File: src/rtl/trdb_pkg.sv
// Shared types and register layout for the trace debug control block.
package trdb_pkg;

  typedef enum logic [1:0] {
    IDLE     = 2'd0,
    ARMED    = 2'd1,
    TRACING  = 2'd2,
    DRAINING = 2'd3
  } trdb_sess_e;

  typedef enum logic [1:0] {
    DELTA_ADDRESS = 2'd0,
    FULL_ADDRESS  = 2'd1
  } ioptions_e;

  // Word index of each register (byte address bits [4:2])
  localparam logic [2:0] REG_CTRL      = 3'd0;
  localparam logic [2:0] REG_STATUS    = 3'd1;
  localparam logic [2:0] REG_TRACE_CYC = 3'd2;
  localparam logic [2:0] REG_START_CNT = 3'd3;
  localparam logic [2:0] REG_ID        = 3'd4;

  localparam int unsigned CTRL_ACTIVATED = 0;
  localparam int unsigned CTRL_START     = 1;
  localparam int unsigned CTRL_STOP      = 2;
  localparam int unsigned CTRL_NOCONTEXT = 3;
  localparam int unsigned CTRL_NOTIME    = 4;
  localparam int unsigned CTRL_FULL_ADDR = 5;
  localparam int unsigned CTRL_IMPL_RET  = 6;
  localparam int unsigned CTRL_TRIG_EN   = 7;

  localparam int unsigned STATUS_STATE    = 0;
  localparam int unsigned STATUS_ENC_IDLE = 2;
  localparam int unsigned STATUS_DRAIN_TO = 3;

  typedef struct packed {
    logic trig_en;
    logic implicit_return;
    logic full_address;
    logic notime;
    logic nocontext;
    logic activated;
  } trdb_ctrl_t;

  // Start/stop are write-one pulses and always read back as zero.
  function automatic logic [31:0] ctrl_to_word(trdb_ctrl_t c);
    logic [31:0] w;
    w = '0;
    w[CTRL_ACTIVATED] = c.activated;
    w[CTRL_NOCONTEXT] = c.nocontext;
    w[CTRL_NOTIME]    = c.notime;
    w[CTRL_FULL_ADDR] = c.full_address;
    w[CTRL_IMPL_RET]  = c.implicit_return;
    w[CTRL_TRIG_EN]   = c.trig_en;
    return w;
  endfunction

endpackage

File: src/rtl/pulp_clock_gating.sv
// Latch-based clock gate: enable captured while the clock is low.
module pulp_clock_gating (
  input  logic clk_i,
  input  logic en_i,
  input  logic test_en_i,
  output logic clk_o
);

  logic clk_en;

  always_latch begin
    if (!clk_i) begin
      clk_en <= en_i | test_en_i;
    end
  end

  assign clk_o = clk_i & clk_en;

endmodule

File: src/rtl/trdb_apb_regif.sv
// APB slave front end: address decode, error response, read mux and CTRL storage.
module trdb_apb_regif
  import trdb_pkg::*;
#(
  parameter int unsigned APB_AW   = 12,
  parameter logic [31:0] ID_VALUE = 32'h7E0C_0001
) (
  input  logic              clk_i,
  input  logic              rst_ni,
  input  logic [APB_AW-1:0] paddr_i,
  input  logic              psel_i,
  input  logic              penable_i,
  input  logic              pwrite_i,
  input  logic [31:0]       pwdata_i,
  output logic [31:0]       prdata_o,
  output logic              pslverr_o,
  input  logic              opt_lock_i,
  input  trdb_sess_e        state_i,
  input  logic              encoder_idle_i,
  input  logic              drain_to_i,
  input  logic [31:0]       trace_cyc_i,
  input  logic [31:0]       start_cnt_i,
  output trdb_ctrl_t        ctrl_o,
  output logic              start_o,
  output logic              stop_o,
  output logic              clr_cyc_o,
  output logic              clr_start_o
);

  logic        access, wr, rd;
  logic [2:0]  reg_idx;
  logic        wr_ok, rd_ok, wr_ctrl;
  logic [31:0] rdata;
  trdb_ctrl_t  ctrl_q;
  logic        unused_bits;

  assign access  = psel_i & penable_i;
  assign wr      = access & pwrite_i;
  assign rd      = access & ~pwrite_i;
  assign reg_idx = paddr_i[4:2];

  assign unused_bits = ^{paddr_i[APB_AW-1:5], paddr_i[1:0], pwdata_i[31:8]};

  always_comb begin
    wr_ok = 1'b0;
    rd_ok = 1'b0;
    rdata = '0;
    case (reg_idx)
      REG_CTRL: begin
        wr_ok = 1'b1;
        rd_ok = 1'b1;
        rdata = ctrl_to_word(ctrl_q);
      end
      REG_STATUS: begin
        rd_ok = 1'b1;
        rdata[STATUS_STATE +: 2]  = state_i;
        rdata[STATUS_ENC_IDLE]    = encoder_idle_i;
        rdata[STATUS_DRAIN_TO]    = drain_to_i;
      end
      REG_TRACE_CYC: begin
        wr_ok = 1'b1;
        rd_ok = 1'b1;
        rdata = trace_cyc_i;
      end
      REG_START_CNT: begin
        wr_ok = 1'b1;
        rd_ok = 1'b1;
        rdata = start_cnt_i;
      end
      REG_ID: begin
        rd_ok = 1'b1;
        rdata = ID_VALUE;
      end
      default: ;
    endcase
  end

  assign prdata_o  = rd ? rdata : '0;
  assign pslverr_o = (wr & ~wr_ok) | (rd & ~rd_ok);

  assign wr_ctrl     = wr & (reg_idx == REG_CTRL);
  assign start_o     = wr_ctrl & pwdata_i[CTRL_START];
  assign stop_o      = wr_ctrl & pwdata_i[CTRL_STOP];
  assign clr_cyc_o   = wr & (reg_idx == REG_TRACE_CYC);
  assign clr_start_o = wr & (reg_idx == REG_START_CNT);

  // Option fields freeze mid-session; activated and trig_en stay writable.
  always_ff @(posedge clk_i or negedge rst_ni) begin
    if (!rst_ni) begin
      ctrl_q <= '{trig_en: 1'b1, implicit_return: 1'b0, full_address: 1'b0,
                  notime: 1'b1, nocontext: 1'b1, activated: 1'b0};
    end else if (wr_ctrl) begin
      ctrl_q.activated <= pwdata_i[CTRL_ACTIVATED];
      ctrl_q.trig_en   <= pwdata_i[CTRL_TRIG_EN];
      if (!opt_lock_i) begin
        ctrl_q.nocontext       <= pwdata_i[CTRL_NOCONTEXT];
        ctrl_q.notime          <= pwdata_i[CTRL_NOTIME];
        ctrl_q.full_address    <= pwdata_i[CTRL_FULL_ADDR];
        ctrl_q.implicit_return <= pwdata_i[CTRL_IMPL_RET];
      end
    end
  end

  assign ctrl_o = ctrl_q;

endmodule

File: src/rtl/trdb_ctrl_regs.sv
// Trace encoder control/status block: session FSM, counters and encoder clock gate.
module trdb_ctrl_regs
  import trdb_pkg::*;
#(
  parameter int unsigned APB_AW   = 12,
  parameter int unsigned CNT_W    = 32,
  parameter int unsigned DRAIN_TO = 256,
  parameter logic [31:0] ID_VALUE = 32'h7E0C_0001
) (
  input  logic              clk_i,
  input  logic              rst_ni,
  input  logic [APB_AW-1:0] paddr_i,
  input  logic              psel_i,
  input  logic              penable_i,
  input  logic              pwrite_i,
  input  logic [31:0]       pwdata_i,
  output logic [31:0]       prdata_o,
  output logic              pready_o,
  output logic              pslverr_o,
  input  logic              trace_req_on_i,
  input  logic              trace_req_off_i,
  input  logic              encoder_idle_i,
  input  logic              testmode_i,
  output logic              trace_enable_o,
  output logic              trace_activated_o,
  output logic              nocontext_o,
  output logic              notime_o,
  output logic              full_address_o,
  output logic              implicit_return_o,
  output logic              delta_address_o,
  output logic              encoder_mode_o,
  output ioptions_e         configuration_o,
  output logic              clk_gated_o
);

  localparam int unsigned DCW = (DRAIN_TO > 1) ? $clog2(DRAIN_TO) : 1;
  localparam logic [DCW-1:0] DRAIN_LAST = DCW'(DRAIN_TO - 1);

  trdb_sess_e       state_q, state_d;
  logic [DCW-1:0]   drain_cnt_q, drain_cnt_d;
  logic             drain_to_q, drain_to_d;
  logic [CNT_W-1:0] trace_cyc_q, start_cnt_q;
  logic             trace_enable_q;
  logic             arm_to_trace;
  trdb_ctrl_t       ctrl;
  logic             start, stop, clr_cyc, clr_start;
  logic             on_req, off_req, opt_lock, clk_en;

  trdb_apb_regif #(
    .APB_AW   (APB_AW),
    .ID_VALUE (ID_VALUE)
  ) i_regif (
    .clk_i          (clk_i),
    .rst_ni         (rst_ni),
    .paddr_i        (paddr_i),
    .psel_i         (psel_i),
    .penable_i      (penable_i),
    .pwrite_i       (pwrite_i),
    .pwdata_i       (pwdata_i),
    .prdata_o       (prdata_o),
    .pslverr_o      (pslverr_o),
    .opt_lock_i     (opt_lock),
    .state_i        (state_q),
    .encoder_idle_i (encoder_idle_i),
    .drain_to_i     (drain_to_q),
    .trace_cyc_i    (32'(trace_cyc_q)),
    .start_cnt_i    (32'(start_cnt_q)),
    .ctrl_o         (ctrl),
    .start_o        (start),
    .stop_o         (stop),
    .clr_cyc_o      (clr_cyc),
    .clr_start_o    (clr_start)
  );

  assign opt_lock = (state_q == TRACING) || (state_q == DRAINING);
  assign on_req   = start | (ctrl.trig_en & trace_req_on_i);
  assign off_req  = stop | (ctrl.trig_en & trace_req_off_i) | ~ctrl.activated;

  always_comb begin
    state_d      = state_q;
    drain_cnt_d  = '0;
    drain_to_d   = drain_to_q;
    arm_to_trace = 1'b0;
    case (state_q)
      IDLE: begin
        if (ctrl.activated) state_d = ARMED;
      end
      ARMED: begin
        if (!ctrl.activated) begin
          state_d = IDLE;
        end else if (on_req && !off_req) begin
          state_d      = TRACING;
          arm_to_trace = 1'b1;
        end
      end
      TRACING: begin
        if (off_req) state_d = DRAINING;
      end
      DRAINING: begin
        if (encoder_idle_i) begin
          state_d = ctrl.activated ? ARMED : IDLE;
        end else if (drain_cnt_q == DRAIN_LAST) begin
          state_d    = ctrl.activated ? ARMED : IDLE;
          drain_to_d = 1'b1;
        end else begin
          drain_cnt_d = drain_cnt_q + DCW'(1);
        end
      end
      default: state_d = IDLE;
    endcase
  end

  always_ff @(posedge clk_i or negedge rst_ni) begin
    if (!rst_ni) begin
      state_q        <= IDLE;
      drain_cnt_q    <= '0;
      drain_to_q     <= 1'b0;
      trace_enable_q <= 1'b0;
    end else begin
      state_q        <= state_d;
      drain_cnt_q    <= drain_cnt_d;
      drain_to_q     <= drain_to_d;
      trace_enable_q <= (state_d == TRACING);
    end
  end

  // Saturating counters; a software clear wins over a same-cycle increment.
  always_ff @(posedge clk_i or negedge rst_ni) begin
    if (!rst_ni) begin
      trace_cyc_q <= '0;
      start_cnt_q <= '0;
    end else begin
      if (clr_cyc) begin
        trace_cyc_q <= '0;
      end else if ((state_q == TRACING) && (trace_cyc_q != '1)) begin
        trace_cyc_q <= trace_cyc_q + CNT_W'(1);
      end
      if (clr_start) begin
        start_cnt_q <= '0;
      end else if (arm_to_trace && (start_cnt_q != '1)) begin
        start_cnt_q <= start_cnt_q + CNT_W'(1);
      end
    end
  end

  assign pready_o          = 1'b1;
  assign trace_enable_o    = trace_enable_q;
  assign trace_activated_o = ctrl.activated;
  assign nocontext_o       = ctrl.nocontext;
  assign notime_o          = ctrl.notime;
  assign full_address_o    = ctrl.full_address;
  assign implicit_return_o = ctrl.implicit_return;
  assign delta_address_o   = ~ctrl.full_address;
  assign encoder_mode_o    = 1'b0;
  assign configuration_o   = ctrl.full_address ? FULL_ADDRESS : DELTA_ADDRESS;

  assign clk_en = ctrl.activated | (state_q != IDLE);

  pulp_clock_gating i_clk_gate (
    .clk_i     (clk_i),
    .en_i      (clk_en),
    .test_en_i (testmode_i),
    .clk_o     (clk_gated_o)
  );

endmodule

File: config.mk
export PLATFORM = sky130hd
export DESIGN_NAME = trdb_ctrl_regs
export DESIGN_NICKNAME = d
export VERILOG_FILES = /design/src/rtl/trdb_pkg.sv /design/src/rtl/pulp_clock_gating.sv /design/src/rtl/trdb_apb_regif.sv /design/src/rtl/trdb_ctrl_regs.sv
export SDC_FILE = /design/constraint.sdc
export NUM_CORES = 1
export LEC_CHECK = 0
export CAP_MARGIN = 30
export CORE_UTILIZATION = 53
export DETAILED_ROUTE_END_ITERATION = 8
export GPL_TIMING_DRIVEN = 0
export PLACE_DENSITY_LB_ADDON = 0.25
export SETUP_SLACK_MARGIN = 0.2
export SLEW_MARGIN = 20
export SYNTH_ARGS = -nofsm -noshare
export SYNTH_HDL_FRONTEND = slang
export SYNTH_SLANG_ARGS = --single-unit
export TNS_END_PERCENT = 30
File: constraint.sdc
create_clock -name clk_i -period 2.6 [get_ports clk_i]
set_input_delay 0.52 -clock clk_i [delete_from_list [all_inputs] [get_ports clk_i]]
set_output_delay 0.52 -clock clk_i [all_outputs]
set_load 0.02 [all_outputs]
[Yosys cells after proc, flatten, opt, wreduce, memory -nomap -nowiden]
Index checks and enable logic that the tools add are counted.
W data, S select, Z words.
Word-level totals
  output and inout port bits: 45
  bits in latches: 1
  register bits: 82
Cells by class
  equal/unequal tests: 11
  reductions and logical operators: 14
  add/subtract/negate cells: 3
  bitwise gates (word level): 26
  mux-type cells: 25
Operators by type and width (count)
  $mux W32: 5
  $pmux W28 S4: 1
  $add A32 B1 Y32 const B: 2
  $ne A32 B32 Y1 const B: 2
  $mux W8: 3
  $pmux W4 S5: 1
  $and A1 B1 Y1: 13
  $mux W2: 6
  $add A8 B1 Y8 const B: 1
  $eq A8 B8 Y1 const B: 1
  $mux W1: 8
  $pmux W2 S4: 1
  $not A1 Y1: 7
  $eq A2 B2 Y1 const B: 3
  $eq A3 B2 Y1 const B: 2
  $or A1 B1 Y1: 6
  $reduce_bool A2 Y1: 3
  $reduce_or A5 Y1: 1
  $eq A3 B1 Y1 const B: 1
  $eq A3 B3 Y1 const B: 1
  $logic_and A1 B1 Y1: 3
  $logic_not A3 Y1: 1
  $reduce_and A3 Y1: 1
  $reduce_or A3 Y1: 1
  5 further kinds: 5

[Logic depth before layout (Yosys ltp)]
  depth in word-level cells: 14
  mapped depth: 9

[Hierarchy]
Synthesis repeated with hierarchy kept, for this count alone.
Unflattened totals
  cells, all modules: 605
  area, all modules: 5373.9 um^2
Modules (own cells, without submodules)
  trdb_ctrl_regs: instances 1, cells an instance 472, area an instance 4262.8 um^2
  trdb_apb_regif: instances 1, cells an instance 130, area an instance 1083.5 um^2
  pulp_clock_gating: instances 1, cells an instance 3, area an instance 27.5 um^2

==> results by group <==
Status
  • Status: finished, violations left
  • Failing checks: setup timing

Final layout
  • Multi-input gate area: 2970 um2
  • Layout cells sized above 1: 23.9%
  • Fillers: 712
  • Antenna diodes: 0
  • Fin nets: 715
  • Final instance area: 6340 um2
  • Area growth syn-to-layout: 26.1%
  • Final Util: 69.0%
  • Post-route non-filler standard cell count: 775
  • Register area: roughly 2100 um2

CTS
  • CTS tree: built
  • Clk pin slew, worst setup/hold paths: 0.08 ns
  • Worst skew pair latency: 0.47 ns

Yosys
  • Synth async-reset ratio: about 99%
  • Largest family of logic cells by synthesized area: simple AND/OR/NAND/NOR gates
  • Cell area after synthesis: approximately 5000 um2
  • Distinct cells, synth: 52
  • Adder-Cell Fraction of Synth Area: less than 1%
  • Dominant cell type by area after synthesis: dfrtp_1
  • Area share of the largest cell type after synthesis: between 30% and 40%
  • Top post-synthesis cells by area: dfrtp_1 39%, nor2_1 8.2%, xor2_1 6.6%
  • Syn_area_per_cell: 8.81 um2
  • Cells after synthesis: 571
  • Synthesis-stage register bit count: slightly above 80
  • Synth Warn #: 0
  • Simple-gate portion of the synthesized area: 29.2%
  • Synth Area in Compound Gates: 6.84%
  • EDFF count, synth: 0
  • Most common library cells after synthesis: 110 x nor2_1, 79 x dfrtp_1, 39 x nand3_1
  • Xor and xnor area share after synthesis: a little under a tenth
  • Most common cell in the netlist: nor2_1
  • Mux contribution to synthesized area: 8.51%
  • Synth Flop Type: dfrtp_1

Placement
  • Post-Place Cells: 745
  • Worst slack, placed: -1.04 ns
  • Routability cong.: 0.926
  • Post-DP HPWL: just under 10000 um
  • IO buf count: 61
  • Post-DP Area: 5810 um2

Drt
  • # DRC: 0
  • Vias: about 4800
  • Final WL: ~14000 um
  • Final antenna-violating net count: 0
  • Via/cell ratio: 6.14
  • DR WL/cell: 18.4 um
  • Pre-antenna DRT Iters: 5
  • DR iter-0 viols: 348

STA
  • RSZ-0062 raised after global routing: true
  • Endpoints failing setup: 2
  • Slew @ Worst Pin: 0.879 ns
  • Final hold vios: 0
  • Clk_skew: between 0.009 and 0.01 ns
  • Final Max Slew Viols: 0
  • Setup Total Neg Slack: -0.339 ns
  • Final worst setup slack: -0.339 ns
  • Worst slew margin: approximately two fifths

Floorplanning
  • Initial core utilization: between 50% and 60%
  • Die Ht: 99.4 um
  • Die Wd: 99.4 um
  • Standard-cell rows: 35
  • Core area: 9200 um2
  • Die area: 9880 um2
  • I/O pin total: 98

Critical path
  • Critical path's slowest cell: dlxtn_2
  • CP top delay family: latches
  • CP cell instances: and2_4 > buf_6
  • Arr. time, crit path: about 2.4 ns
  • Critical Path End Type: primary output
  • CP required: 2.08 ns
  • WP buf/inv: 1
  • Crit path kind: latch to primary output
  • Worst setup SP type: latch
  • CP max FO: 1
  • CP max stage delay: 0.41 ns
  • R2r startpoint: start_cnt_q[1]
  • Worst Setup SP: i_clk_gate.clk_en

Power
  • Logic pwr share: approximately a quarter
  • Switching share of power: approximately a third
  • PwrDens: about 610 nW/um2
  • Lkg Pwr: 2.75 nW
  • Int Power: between 0.002 and 0.003 W
  • Max IR drop VDD: 511 uV
  • Sw power: between 0.001 and 0.0015 W
  • Clock power share: 29.2%
  • Seq pwr share: 46.6%

Job
  • Maxcap violations: 0

Global routing
  • Vias in the first global route: approximately 4700
  • Total grt overflow: 0
  • Initial antenna violation count: 0
  • GRT Overall Usage: 30.9%
  • First-pass GRT wire length: ~23000 um
  • Pin count of the biggest net entering global routing: 43

Min path
  • Worst hold path class: input port to async pin
[flip-flops by register name, summed over array words and instances, names as in the netlist]
name	cells
drain_cnt_q	8
drain_to_q	1
i_clk_gate.clk_en	1
i_regif.ctrl_o	6
start_cnt_q	32
state_q	2
trace_cyc_q	32
trace_enable_o	1
[path summary, 6_finish.rpt]
check                               endpoint  slack, ns  depth (start not counted)
max in group asynchronous  i_regif.ctrl_o[2]       1.90                          2
hold reg to reg               drain_cnt_q[0]       0.51                          1
min in group clk_i            drain_cnt_q[0]       0.51                          1
hold / removal                drain_cnt_q[7]       0.03                          1
setup / recovery                 clk_gated_o      -0.34                          2
setup reg to reg             start_cnt_q[22]       0.24                          7
[cells in the final DEF, fill, tap and decap left out, types with 14 or more instances in the layout]
master           Yosys  routed
a21oi_1             22      20
buf_4                4      15
buf_6                0      14
clkbuf_2             0      16
clkdlybuf4s50_1      0      20
dfrtp_1             79      78
mux2_2              20      20
mux2i_1             18      18
nand2_1             28      27
nand3_1             39      39
nand4_1             27      27
nor2_1             110      97
xnor2_1             17      17
xor2_1              38      38
[power groups by stage]
stage / registers (W) / logic, W / clock network (W)
floorplan: 0.00174 / 0.000583 / 0.0000282
global placement: 0.00179 / 0.000833 / 0.0000532
detailed placement: 0.00181 / 0.000862 / 0.0000532
CTS: 0.00179 / 0.000902 / 0.00113
global route: 0.00184 / 0.00103 / 0.00119
finish: 0.00180 / 0.000938 / 0.00113
[stage by stage]
| step | hold slack (ns) | total power, W |
|---|---|---|
| 6_report | 0.0297 | 0.00387 |
| 5_1_grt | 0.0727 | 0.00406 |
| 4_1_cts | 0.0527 | 0.00382 |
| 3_5_place_dp | 0.490 | 0.00273 |
| 3_3_place_gp | 0.476 | 0.00268 |
| 2_1_floorplan | 0.224 | 0.00235 |
[cell families (layout without fill, tap and decap cells)]
family                   Yosys count  in the layout
adder cells (fa/ha/maj)            3              3
AO/OA/AOI/OAI                     54             54
buffers and inverters             46            138
XOR/XNOR                          55             55
AND/OR/NAND/NOR                  289            289
multiplexers                      39             39
flip-flops                        82             82
latches                            1              1
other                              2              3
[layer usage]
metal / GRT usage [%] / routed length (um)
met5: 0 / 0
met4: 16.3 / 619
met3: 6.54 / 978
met2: 49.8 / 6950
met1: 39.1 / 5700
[worst register-to-register path: cells and delay by family (launching register included)]
kind,cells,cell delay (ns)
flip-flops,1,0.44
adder cells (fa/ha/maj),1,0.23
AO/OA/AOI/OAI,2,0.44
AND/OR/NAND/NOR,4,1.18
[cell type report]
type	count	share of cell area (%)
Tap cell	111	2.19
Multi-Input combinational cell	443	46.9
Buffer	35	3.96
Clock buffer	16	2.96
Inverter	11	0.651
Timing Repair Buffer	72	9.88
Sequential cell	83	32.7
Clock inverter	4	0.809
[timing repair]
action,4_1_cts,5_1_grt
endpoints found under the hold margin,0,0
endpoints found under the setup margin,54,71
setup buffers,4,5
gates resized for setup,207,57
hold buffers,0,0
cloned,2,0
pin swaps,3,3
(Power assumes the default switching activity.)
